**src/rtl/lowpass_mc_pkg.sv**
```systemverilog
// ============================================================================
// Module      : lowpass_mc_pkg
// Description : Shared constants, FSM state and pipeline-stage type for the
//               multi-channel lowpass (optional macro LOWPASS_MC_ROUND_EN).
// Revision    : 1.0 - initial release
// ============================================================================
`default_nettype none

package lowpass_mc_pkg;

    localparam int WIDTH_CFG         = 30;
    localparam int NCH_CFG           = 8;
    localparam int MAX_SHIFT_CFG     = 16;
    localparam int DEFAULT_SHIFT_CFG = 16;

    localparam int CH_W  = $clog2(NCH_CFG);
    localparam int SH_W  = $clog2(MAX_SHIFT_CFG + 1);
    localparam int ACC_W = WIDTH_CFG + MAX_SHIFT_CFG;

    typedef enum logic [0:0] {
        INIT = 1'b0,
        RUN  = 1'b1
    } state_t;

    typedef struct packed {
        logic                 valid;
        logic                 is_clr;
        logic [CH_W-1:0]      ch;
        logic [WIDTH_CFG-1:0] u;
        logic [SH_W-1:0]      shift;
    } stage_t;

endpackage

`default_nettype wire

```
**src/rtl/lowpass_mc_acc_mem.sv**
```systemverilog
// ============================================================================
// Module      : lowpass_mc_acc_mem
// Description : NCH x ACC_W accumulator store, one read and one write port,
//               with write-to-read forwarding of the in-flight write.
// Revision    : 1.0 - initial release
// ============================================================================
`default_nettype none

module lowpass_mc_acc_mem
    import lowpass_mc_pkg::*;
#(
    parameter int NCH = NCH_CFG
) (
    input  logic             clk,
    input  logic             wr_en,
    input  logic [CH_W-1:0]  wr_addr,
    input  logic [ACC_W-1:0] wr_data,
    input  logic [CH_W-1:0]  rd_addr,
    output logic [ACC_W-1:0] rd_data
);

    logic [ACC_W-1:0] r_mem_q [NCH];

    always_ff @(posedge clk) begin
        if (wr_en) begin
            r_mem_q[wr_addr] <= wr_data;
        end
    end

    // The write lands one edge late, so a same-channel read must see it now.
    always_comb begin
        rd_data = r_mem_q[rd_addr];
        if (wr_en && (wr_addr == rd_addr)) begin
            rd_data = wr_data;
        end
    end

endmodule

`default_nettype wire

```
**src/rtl/lowpass_mc.sv**
```systemverilog
// ============================================================================
// Module      : lowpass_mc
// Description : Time-multiplexed multi-channel first-order IIR lowpass with
//               per-channel shift, clear and init sweep. Define
//               LOWPASS_MC_ROUND_EN for rounded, saturated outputs.
// Revision    : 1.0 - initial release
// ============================================================================
`default_nettype none

module lowpass_mc
    import lowpass_mc_pkg::*;
#(
    parameter int WIDTH         = WIDTH_CFG,
    parameter int NCH           = NCH_CFG,
    parameter int MAX_SHIFT     = MAX_SHIFT_CFG,
    parameter int DEFAULT_SHIFT = DEFAULT_SHIFT_CFG
) (
    input  logic             clk,
    input  logic             rst,
    input  logic             in_valid,
    output logic             in_ready,
    input  logic [CH_W-1:0]  in_ch,
    input  logic [WIDTH-1:0] in_data,
    input  logic             cfg_we,
    input  logic [CH_W-1:0]  cfg_ch,
    input  logic [SH_W-1:0]  cfg_shift,
    input  logic             clr_valid,
    output logic             out_valid,
    output logic [CH_W-1:0]  out_ch,
    output logic [WIDTH-1:0] out_data
);

    state_t            r_state_q,     w_state_d;
    logic [CH_W-1:0]   r_init_cnt_q,  w_init_cnt_d;
    logic [SH_W-1:0]   r_shift_q [NCH];
    logic [SH_W-1:0]   w_shift_d [NCH];
    stage_t            r_s1_q,        w_s1_d;
    logic              r_s2_valid_q;
    logic              r_s2_clr_q;
    logic [CH_W-1:0]   r_s2_ch_q;
    logic [SH_W-1:0]   r_s2_shift_q;
    logic [ACC_W-1:0]  r_s2_sum_q;
    logic              r_out_valid_q, w_out_valid_d;
    logic [CH_W-1:0]   r_out_ch_q,    w_out_ch_d;
    logic [WIDTH-1:0]  r_out_data_q,  w_out_data_d;

    logic              w_accept;
    logic              w_clr;
    logic [CH_W-1:0]   w_sel_ch;
    logic [SH_W-1:0]   w_cfg_shift;
    logic              w_wr_en;
    logic [CH_W-1:0]   w_wr_addr;
    logic [ACC_W-1:0]  w_wr_data;
    logic [ACC_W-1:0]  w_rd_data;
    logic [ACC_W-1:0]  w_sum_new;
    logic [WIDTH-1:0]  w_result;

    assign in_ready  = (r_state_q == RUN) && !clr_valid;
    assign out_valid = r_out_valid_q;
    assign out_ch    = r_out_ch_q;
    assign out_data  = r_out_data_q;

    assign w_accept    = in_valid && in_ready;
    assign w_clr       = (r_state_q == RUN) && clr_valid;
    assign w_sel_ch    = w_clr ? cfg_ch : in_ch;
    assign w_cfg_shift = (cfg_shift > SH_W'(MAX_SHIFT)) ? SH_W'(MAX_SHIFT) : cfg_shift;

    always_comb begin
        w_state_d    = r_state_q;
        w_init_cnt_d = r_init_cnt_q;
        case (r_state_q)
            INIT: begin
                w_init_cnt_d = r_init_cnt_q + 1'b1;
                if (r_init_cnt_q == CH_W'(NCH - 1)) begin
                    w_state_d    = RUN;
                    w_init_cnt_d = '0;
                end
            end
            default: ;
        endcase
    end

    // The stage snapshot takes the shift before this edge's cfg write lands.
    always_comb begin
        w_shift_d = r_shift_q;
        if (cfg_we) begin
            w_shift_d[cfg_ch] = w_cfg_shift;
        end
        w_s1_d.valid  = w_accept || w_clr;
        w_s1_d.is_clr = w_clr;
        w_s1_d.ch     = w_sel_ch;
        w_s1_d.u      = w_clr ? '0 : in_data;
        w_s1_d.shift  = r_shift_q[w_sel_ch];
    end

    assign w_wr_en   = (r_state_q == INIT) || r_s2_valid_q;
    assign w_wr_addr = (r_state_q == INIT) ? r_init_cnt_q : r_s2_ch_q;
    assign w_wr_data = (r_state_q == INIT) ? '0 : r_s2_sum_q;

    lowpass_mc_acc_mem #(
        .NCH     (NCH)
    ) u_acc_mem (
        .clk     (clk),
        .wr_en   (w_wr_en),
        .wr_addr (w_wr_addr),
        .wr_data (w_wr_data),
        .rd_addr (r_s1_q.ch),
        .rd_data (w_rd_data)
    );

    assign w_sum_new = r_s1_q.is_clr ? '0
                     : (w_rd_data + ACC_W'(r_s1_q.u) - (w_rd_data >> r_s1_q.shift));

`ifdef LOWPASS_MC_ROUND_EN
    logic [ACC_W:0] w_rnd_bias;
    logic [ACC_W:0] w_rnd_sum;
    logic [ACC_W:0] w_rnd_q;

    always_comb begin
        w_rnd_bias = '0;
        if (r_s2_shift_q != '0) begin
            w_rnd_bias = (ACC_W+1)'(1) << (r_s2_shift_q - 1'b1);
        end
        w_rnd_sum = {1'b0, r_s2_sum_q} + w_rnd_bias;
        w_rnd_q   = w_rnd_sum >> r_s2_shift_q;
        w_result  = (|w_rnd_q[ACC_W:WIDTH]) ? '1 : w_rnd_q[WIDTH-1:0];
    end
`else
    assign w_result = WIDTH'(r_s2_sum_q >> r_s2_shift_q);
`endif

    always_comb begin
        w_out_valid_d = r_s2_valid_q && !r_s2_clr_q;
        w_out_ch_d    = r_out_ch_q;
        w_out_data_d  = r_out_data_q;
        if (w_out_valid_d) begin
            w_out_ch_d   = r_s2_ch_q;
            w_out_data_d = w_result;
        end
    end

    always_ff @(posedge clk) begin
        if (rst) begin
            r_state_q     <= INIT;
            r_init_cnt_q  <= '0;
            for (int i = 0; i < NCH; i++) begin
                r_shift_q[i] <= SH_W'(DEFAULT_SHIFT);
            end
            r_s1_q        <= '0;
            r_s2_valid_q  <= 1'b0;
            r_s2_clr_q    <= 1'b0;
            r_s2_ch_q     <= '0;
            r_s2_shift_q  <= '0;
            r_s2_sum_q    <= '0;
            r_out_valid_q <= 1'b0;
            r_out_ch_q    <= '0;
            r_out_data_q  <= '0;
        end else begin
            r_state_q     <= w_state_d;
            r_init_cnt_q  <= w_init_cnt_d;
            r_shift_q     <= w_shift_d;
            r_s1_q        <= w_s1_d;
            r_s2_valid_q  <= r_s1_q.valid;
            r_s2_clr_q    <= r_s1_q.is_clr;
            r_s2_ch_q     <= r_s1_q.ch;
            r_s2_shift_q  <= r_s1_q.shift;
            r_s2_sum_q    <= w_sum_new;
            r_out_valid_q <= w_out_valid_d;
            r_out_ch_q    <= w_out_ch_d;
            r_out_data_q  <= w_out_data_d;
        end
    end

endmodule

`default_nettype wire

```
**config.mk**
```make
export PLATFORM = sky130hd
export DESIGN_NAME = lowpass_mc
export DESIGN_NICKNAME = d
export VERILOG_FILES = /design/src/rtl/lowpass_mc_pkg.sv /design/src/rtl/lowpass_mc_acc_mem.sv /design/src/rtl/lowpass_mc.sv
export SDC_FILE = /design/constraint.sdc
export NUM_CORES = 1
export LEC_CHECK = 0
export ABC_AREA = 1
export CAP_MARGIN = 10
export CORE_MARGIN = 3
export CORE_UTILIZATION = 36
export CTS_CLUSTER_SIZE = 16
export DETAILED_ROUTE_END_ITERATION = 10
export PLACE_DENSITY = 0.58
export SLEW_MARGIN = 10
export SYNTH_ARGS = -nofsm -noshare
export SYNTH_HDL_FRONTEND = slang
export SYNTH_SLANG_ARGS = --single-unit
```
**constraint.sdc**
```tcl
create_clock -name clk -period 5.45 [get_ports clk]
set_input_delay 0.545 -clock clk [delete_from_list [all_inputs] [get_ports clk]]
set_output_delay 0.545 -clock clk [all_outputs]
set_load 0.02 [all_outputs]
```
==> run summary, run 1 <==
Worst EP arrival: 5.60 ns
Worst r2r src: r_state_q
DIE AREA: 88600 um2
Cell area after layout: 34700 um2
CTS tree: done
Crit path capture type: flop
R2R Setup Slk: 0.35 ns
Fmax: 0.196 GHz
Predominant post-synthesis flop cell: edfxtp_1
Mux cell area share after synthesis: 0.327%
Clk buf depth: 3
First-pass GRT wire length: 151000 um
Post-CTS Setup Inserts: 0
PwrDens: 416 nW/um2
Worst Min Path Start: r_s1_q[39]
CTS Hold Bufs: 0
Clk root buf: clkbuf_16
Synth Area in XOR/XNOR: 0.0286%
Reg clk slew, reported paths: 0.06 ns
CP required: 5.95 ns
Final hold vios: 0
Drt total wl: 99800 um
Final #Nets: 4135
Syn_area_per_cell: 7.66 um2
DR WL/cell: 19.3 um
Worst Tran Pin Value: 1.21 ns
Worst setup SP type: flop
Core Region: 84000 um2
Hold EP: r_s2_valid_q
TNS Setup: 0 ns
Vias: 26.7k
CP startpoint: r_state_q
Initial antenna violation count: 0
Ys async rst share: 0%
PostCTS Resize Cnt: 0
Period minus WS final: 5.10 ns
Post-route ant nets: 0
DRT Pass-1 Iters: 6
Final period utilization: 93.6%
Rel. slew slack: 18.9%
Post-Synth Adder-Cell Area: 4.53%
Synth Area in Compound Gates: 9.27%
Leakage power: 15.4 nW
Syn nets: 4137
Largest family of logic cells by synthesized area: simple AND/OR/NAND/NOR gates
Largest net degree at the start of global routing: 105
Placed Area: 32700 um2
Area Growth Syn to Fin: 13.2%
Gr usage total: 21.9%
Synthesized netlist cell count: 3998
WHS Path Cells: 2
Mapped Area: 30600 um2
Die H: 298 um
Synth cell types: 46
Hpwl dp: 68600 um
DR iter-0 viols: 2571
RR Endpoint: r_s2_sum_q[31]
Yosys warns: 0
Unrepaired setup endpoints after global routing: false
Via density: 5.15
Starting Density: 36.5%
Max-slew violation count: 0
Hold Crit Class: flop to flop
Rows: 106
Final Setup Violations: 0
# IOs: 81
Clock Skew: 0.0204 ns
Yosys reg bits: 542
Final GP Congestion: 0.983
Width of the die: 298 um
Sequential fraction of the synthesis area: 47.5%
EDFF count, synth: 368
Total gr overflow: 0
Number of global-route vias before repair: 25.0k
Critical path class: flop to flop
DRC: 0
Total of max-cap violations: 0
Post-Synth Simple-Gate Area: 30.3%
Worst R2R Path Depth: 23
Layout cells sized above 1: 5.17%
Max H-tree Level: 2
Clock Latency Late Sink: 0.64 ns
Clk sinks: 542
Status: finished clean
Hold_ws: 0.417 ns
Peak supply drop: 0.000257 V
Worst-path fanout max: 46
Total CTS buffers: 59
# diodes: 0
Port Buf Inserts: 80
critical path: stages (launching register included):
cell	delay, ns
dfxtp_2	0.44
buf_4	0.46
nand2_1	0.09
inv_1	0.32
nand3_1	0.22
nand3_1	0.15
nand3_1	0.08
nand2_1	0.12
nand2_1	0.07
nand3_1	0.14
nand3_1	0.15
nand2_1	0.17
fa_1	0.44
inv_1	0.07
ha_1	0.27
a21oi_1	0.22
a21boi_0	0.34
buf_4	0.18
nor2_1	0.03
o21ai_0	0.23
nand3_1	0.20
a21oi_1	0.31
or2_2	0.17
a21oi_1	0.05
worst max path at each step:
| stage | endpoint | slack [ns] | cells past startpoint |
|---|---|---|---|
| 6_report | r_s2_sum_q[31] | 0.35 | 23 |
| 2_1_floorplan | r_s2_sum_q[29] | 1.55 | 32 |
| 3_3_place_gp | r_s2_sum_q[31] | 0.46 | 23 |
| 5_1_grt | r_s2_sum_q[36] | 0.1 | 28 |
| 3_5_place_dp | r_s2_sum_q[35] | 0.55 | 31 |
| 4_1_cts | r_s2_sum_q[35] | 0.50 | 31 |
report_power, final:
group          total, mW  internal (mW)  leakage, nW  switching, mW
clock               4.16           2.41        0.969           1.76
sequential          5.23           4.75         4.71          0.485
combinational       5.00           1.59         9.73           3.42
total               14.4           8.74         15.4           5.66
layer usage:
| metal | track usage, % | vias up | share of wire, % |
|---|---|---|---|
| li1 | - | 13110 | - |
| met1 | 31.1 | 12493 | 45 |
| met2 | 34.4 | 924 | 44 |
| met3 | 2.40 | 166 | 6.4 |
| met4 | 8.38 | 0 | 4.2 |
| met5 | 0 | - | 0 |
final cells by class:
class                           count  area (um2)
Tap cell                         1134        1420
Sequential cell                   542       14500
Clock buffer                       68        1530
Clock inverter                     43         469
Timing Repair Buffer              142        1450
Inverter                          419        1580
Fill cell                        8573       49300
Multi-Input combinational cell   2832       13700
metrics by stage:
step / utilization, % / cells / power, mW / setup WS (ns)
global placement: 38.9 / 5069 / 10.2 / 0.464
finish: 41.3 / 5180 / 14.4 / 0.347
detailed placement: 38.9 / 5069 / 10.2 / 0.549
floorplan: - / 3998 / 8.39 / 1.55
global route: 41.3 / 5180 / 15.2 / 0.0973
CTS: 41.3 / 5180 / 14.4 / 0.500
registers in the layout (all words and copies together) (netlist names):
signal and cells:
r_init_cnt_q 3, r_s2_sum_q 46, u_acc_mem.rd_addr 3, r_shift_q 40, r_s2_shift_q 5, out_valid 1, u_acc_mem.r_mem_q 368, r_s1_q 37
r_state_q 1, r_s2_clr_q 1, out_ch 3, out_data 30, r_s2_ch_q 3, r_s2_valid_q 1
synth_stat cells (all sizes together), types with 2 or more instances:
cell type | instances | share of area [%]
nor2 | 307 | 3.8
o21ai | 250 | 4.1
o32ai | 9 | 0.26
edfxtp | 368 | 36
nand4 | 9 | 0.18
o21bai | 12 | 0.29
clkinv | 3 | 0.037
clkbuf | 108 | 1.3
a21oi | 168 | 2.7
nor4 | 7 | 0.14
nand2 | 1287 | 16
fa | 30 | 2.0
o211ai | 26 | 0.64
a31oi | 20 | 0.41
mux2i | 10 | 0.33
nand3 | 545 | 9.1
nor3 | 9 | 0.15
a21boi | 4 | 0.098
inv | 416 | 5.1
o21a | 15 | 0.37
dfxtp | 174 | 11
or2 | 11 | 0.22
a21o | 5 | 0.12
ha | 63 | 2.6
o221ai | 3 | 0.086
buf | 97 | 1.7
and2 | 34 | 0.69
a221oi | 2 | 0.057
kinds of logic (layout without fill, tap and decap cells):
family	count (synthesis)	count (layout)
and+or+nand+nor	2210	2210
AOI/OAI and AO/OA	518	518
muxes	10	10
buffers and inverters	624	672
adders and majority gates	93	93
DFF	542	542
xor gates and xnor gates	1	1
placed cells by master (no fill, tap or decap), types with 4 or more instances in the layout:
master / netlist / layout
inv_1: 414 / 411
clkbuf_16: 0 / 59
a21oi_1: 168 / 168
o21bai_1: 12 / 12
mux2i_1: 10 / 10
bufinv_16: 0 / 8
buf_12: 0 / 15
a21boi_0: 4 / 4
nand3_1: 535 / 535
o21ai_1: 3 / 4
dfxtp_1: 174 / 169
o21a_1: 15 / 15
or2_2: 10 / 10
nor3_1: 9 / 9
clkinv_2: 0 / 6
nand4_1: 9 / 9
o211ai_1: 26 / 26
nor2_1: 304 / 294
nor4_1: 7 / 7
edfxtp_1: 368 / 368
inv_6: 0 / 5
clkinv_4: 0 / 5
nand3_2: 10 / 10
o32ai_1: 9 / 9
a31oi_1: 20 / 20
nand2_1: 1272 / 1272
ha_1: 63 / 63
fa_1: 30 / 30
a21o_1: 5 / 5
clkdlybuf4s50_1: 0 / 80
nor2_4: 1 / 9
buf_4: 6 / 47
and2_1: 34 / 34
clkinv_1: 3 / 18
clkbuf_1: 108 / 7
nand2_2: 13 / 13
o21ai_0: 247 / 246
Power figures use the tool's default switching activity.
==> inputs of run 2 (changes only) <==
--- a/config.mk
+++ b/config.mk
@@ -12,4 +12,5 @@
 export CTS_CLUSTER_SIZE = 16
 export DETAILED_ROUTE_END_ITERATION = 10
+export HOLD_SLACK_MARGIN = 0.05
 export PLACE_DENSITY = 0.58
 export SLEW_MARGIN = 10
==> constraint.sdc (replaced) <==
create_clock -name clk -period 5.45 [get_ports clk]
set_input_delay 0.8175 -clock clk [delete_from_list [all_inputs] [get_ports clk]]
set_output_delay 0.8175 -clock clk [all_outputs]
set_load 0.02 [all_outputs]
==> run 2 against run 1 <==
  * Routed wire length fell by 0.13%
  * Final area is 0.55% lower
  * Via count is 0.13% higher
  * Sequential power hardly changed
  * Flip-flop and latch count unchanged
  * Combinational power decreased by 0.8%
  * Sequential share of layout area grew 0.23 points
  * Critical path type unchanged
  * Highest routed layer unchanged
==> run summary, run 2 (synthesized netlist as in run 1, its figures left out) <==
PwrDens: 408 nW/um2
Total gr overflow: 0
Hold Crit Class: flop to flop
Total CTS buffers: 57
DRC: 0
Max H-tree Level: 2
Status: finished clean
Area Growth Syn to Fin: 12.5%
Clk root buf: clkbuf_16
Clock Skew: 0.0174 ns
Clock Latency Late Sink: 0.64 ns
Largest register FFs: 368
Final GP Congestion: 1.04
Worst-path fanout max: 56
CP required: 6.02 ns
CP startpoint: u_acc_mem.rd_addr[0]
Crit path max-delay family: simple AND/OR/NAND/NOR gates
Final Setup Violations: 0
Clk sinks: 542
Drt total wl: 99700 um
Vias: 26.7k
Largest net degree at the start of global routing: 85
Crit path capture type: flop
Final period utilization: 92.4%
Worst path bufs/invs: 5
Worst EP arrival: 5.60 ns
CTS tree: done
Max-slew violation count: 0
Rel. slew slack: 19.6%
Width of the die: 298 um
Biggest regs: u_acc_mem.r_mem_q (368), r_s2_sum_q (46), r_shift_q (40)
Rows: 106
DR iter-0 viols: 2581
Total of max-cap violations: 0
DR WL/cell: 19.3 um
Register with the most flip-flops: u_acc_mem.r_mem_q
TNS Setup: 0 ns
First-pass GRT wire length: 151000 um
Post-route ant nets: 0
Slowest-stage cell, CP: fa_1
Gr usage total: 21.9%
Worst Tran Pin Value: 1.20 ns
Total power: 14.1 mW
Peak supply drop: 0.000312 V
Die H: 298 um
Non-Filler Instances: 5173
Commonest non-fill, non-tap cell in the layout: nand2_1
Leakage power: 15.3 nW
Critical Path Max Stage Delay: 0.57 ns
Port Buf Inserts: 80
Final #Nets: 4131
Fmax: 0.199 GHz
# IOs: 81
Starting Density: 36.5%
Clk buf depth: 3
Commonest cells after routing, fill and taps aside: 1272 x nand2_1, 535 x nand3_1, 411 x inv_1
Core Region: 84000 um2
Initial antenna violation count: 0
DRT Pass-1 Iters: 6
Layout cells sized above 1: 4.95%
Number of global-route vias before repair: 25.0k
Via density: 5.17
Period minus WS final: 5.03 ns
Worst Min Path Start: r_s1_q[39]
Unrepaired setup endpoints after global routing: false
Worst r2r src: u_acc_mem.rd_addr[0]
Placed cell count: 5067
Critical path class: flop to flop
CP dominant cell by count: nand2_1
Final hold vios: 0
Reg clk slew, reported paths: 0.06 ns
DIE AREA: 88600 um2
Hpwl dp: 68900 um
Worst setup SP type: flop
## run 2: changes by cell type in the layout (fill, tap and decap cells not counted), moves of 4 or more
cell | before | now
clkinv_4 | 5 | 1
clkbuf_1 | 7 | 18
bufinv_16 | 8 | 4
clkinv_1 | 18 | 9
inv_6 | 5 | 1
clkinv_2 | 6 | 10
## run 2: worst paths after layout
kind	end	slack [ns]	cells after the start
setup / recovery	r_s2_sum_q[32]	0.42	28
hold / removal	r_s2_valid_q	0.41	2
setup reg to reg	r_s2_sum_q[32]	0.42	28
hold reg to reg	r_s2_valid_q	0.41	2
## run 2: through the flow
stage                     util (%)  instance area, um2  hold slack (ns)  setup slack (ns)
after CTS                     41.1               34500            0.414             0.371
after global routing          41.1               34500            0.442            0.0329
final                         41.1               34500            0.410             0.416
after floorplan                  -               30600            0.388              1.55
after detailed placement      38.9               32600            0.406             0.392
after global placement        38.9               32600            0.391             0.464
## run 2: routing by layer
| layer | GRT usage, % | share of wire [%] | routed length [um] |
|---|---|---|---|
| met5 | 0 | 0 | 0 |
| met4 | 7.19 | 3.5 | 3500 |
| met3 | 2.69 | 6.7 | 6660 |
| met2 | 34.6 | 44 | 44300 |
| met1 | 31.3 | 45 | 45200 |
## run 2: where the power goes
group	total (mW)	internal, mW	leakage (nW)	switching [mW]
logic	4.96	1.58	9.72	3.39
registers	5.24	4.75	4.71	0.489
clock network	3.85	2.18	0.878	1.68
## run 2: tightest hold or removal path, delay by kind of cell, from the launching register on
family                 cells  cell delay [ns]
buffers and inverters      1             0.04
and+or+nand+nor            1             0.03
DFF                        1             0.30
## run 2: area by class of cell
cell class	instances	area, um2
Fill cell	8604	49500
Sequential cell	542	14500
Multi-Input combinational cell	2832	13700
Inverter	419	1580
Clock buffer	79	1550
Timing Repair Buffer	140	1440
Tap cell	1134	1420
Clock inverter	26	267
Antenna cell	1	2.50
## run 2: repair_timing
| item | 4_1_cts | 5_1_grt |
|---|---|---|
| gates resized for setup | 0 | 2 |
| setup endpoints to repair | 0 | 5 |
| hold buffers | 0 | 0 |
| buffers inserted | 0 | 0 |
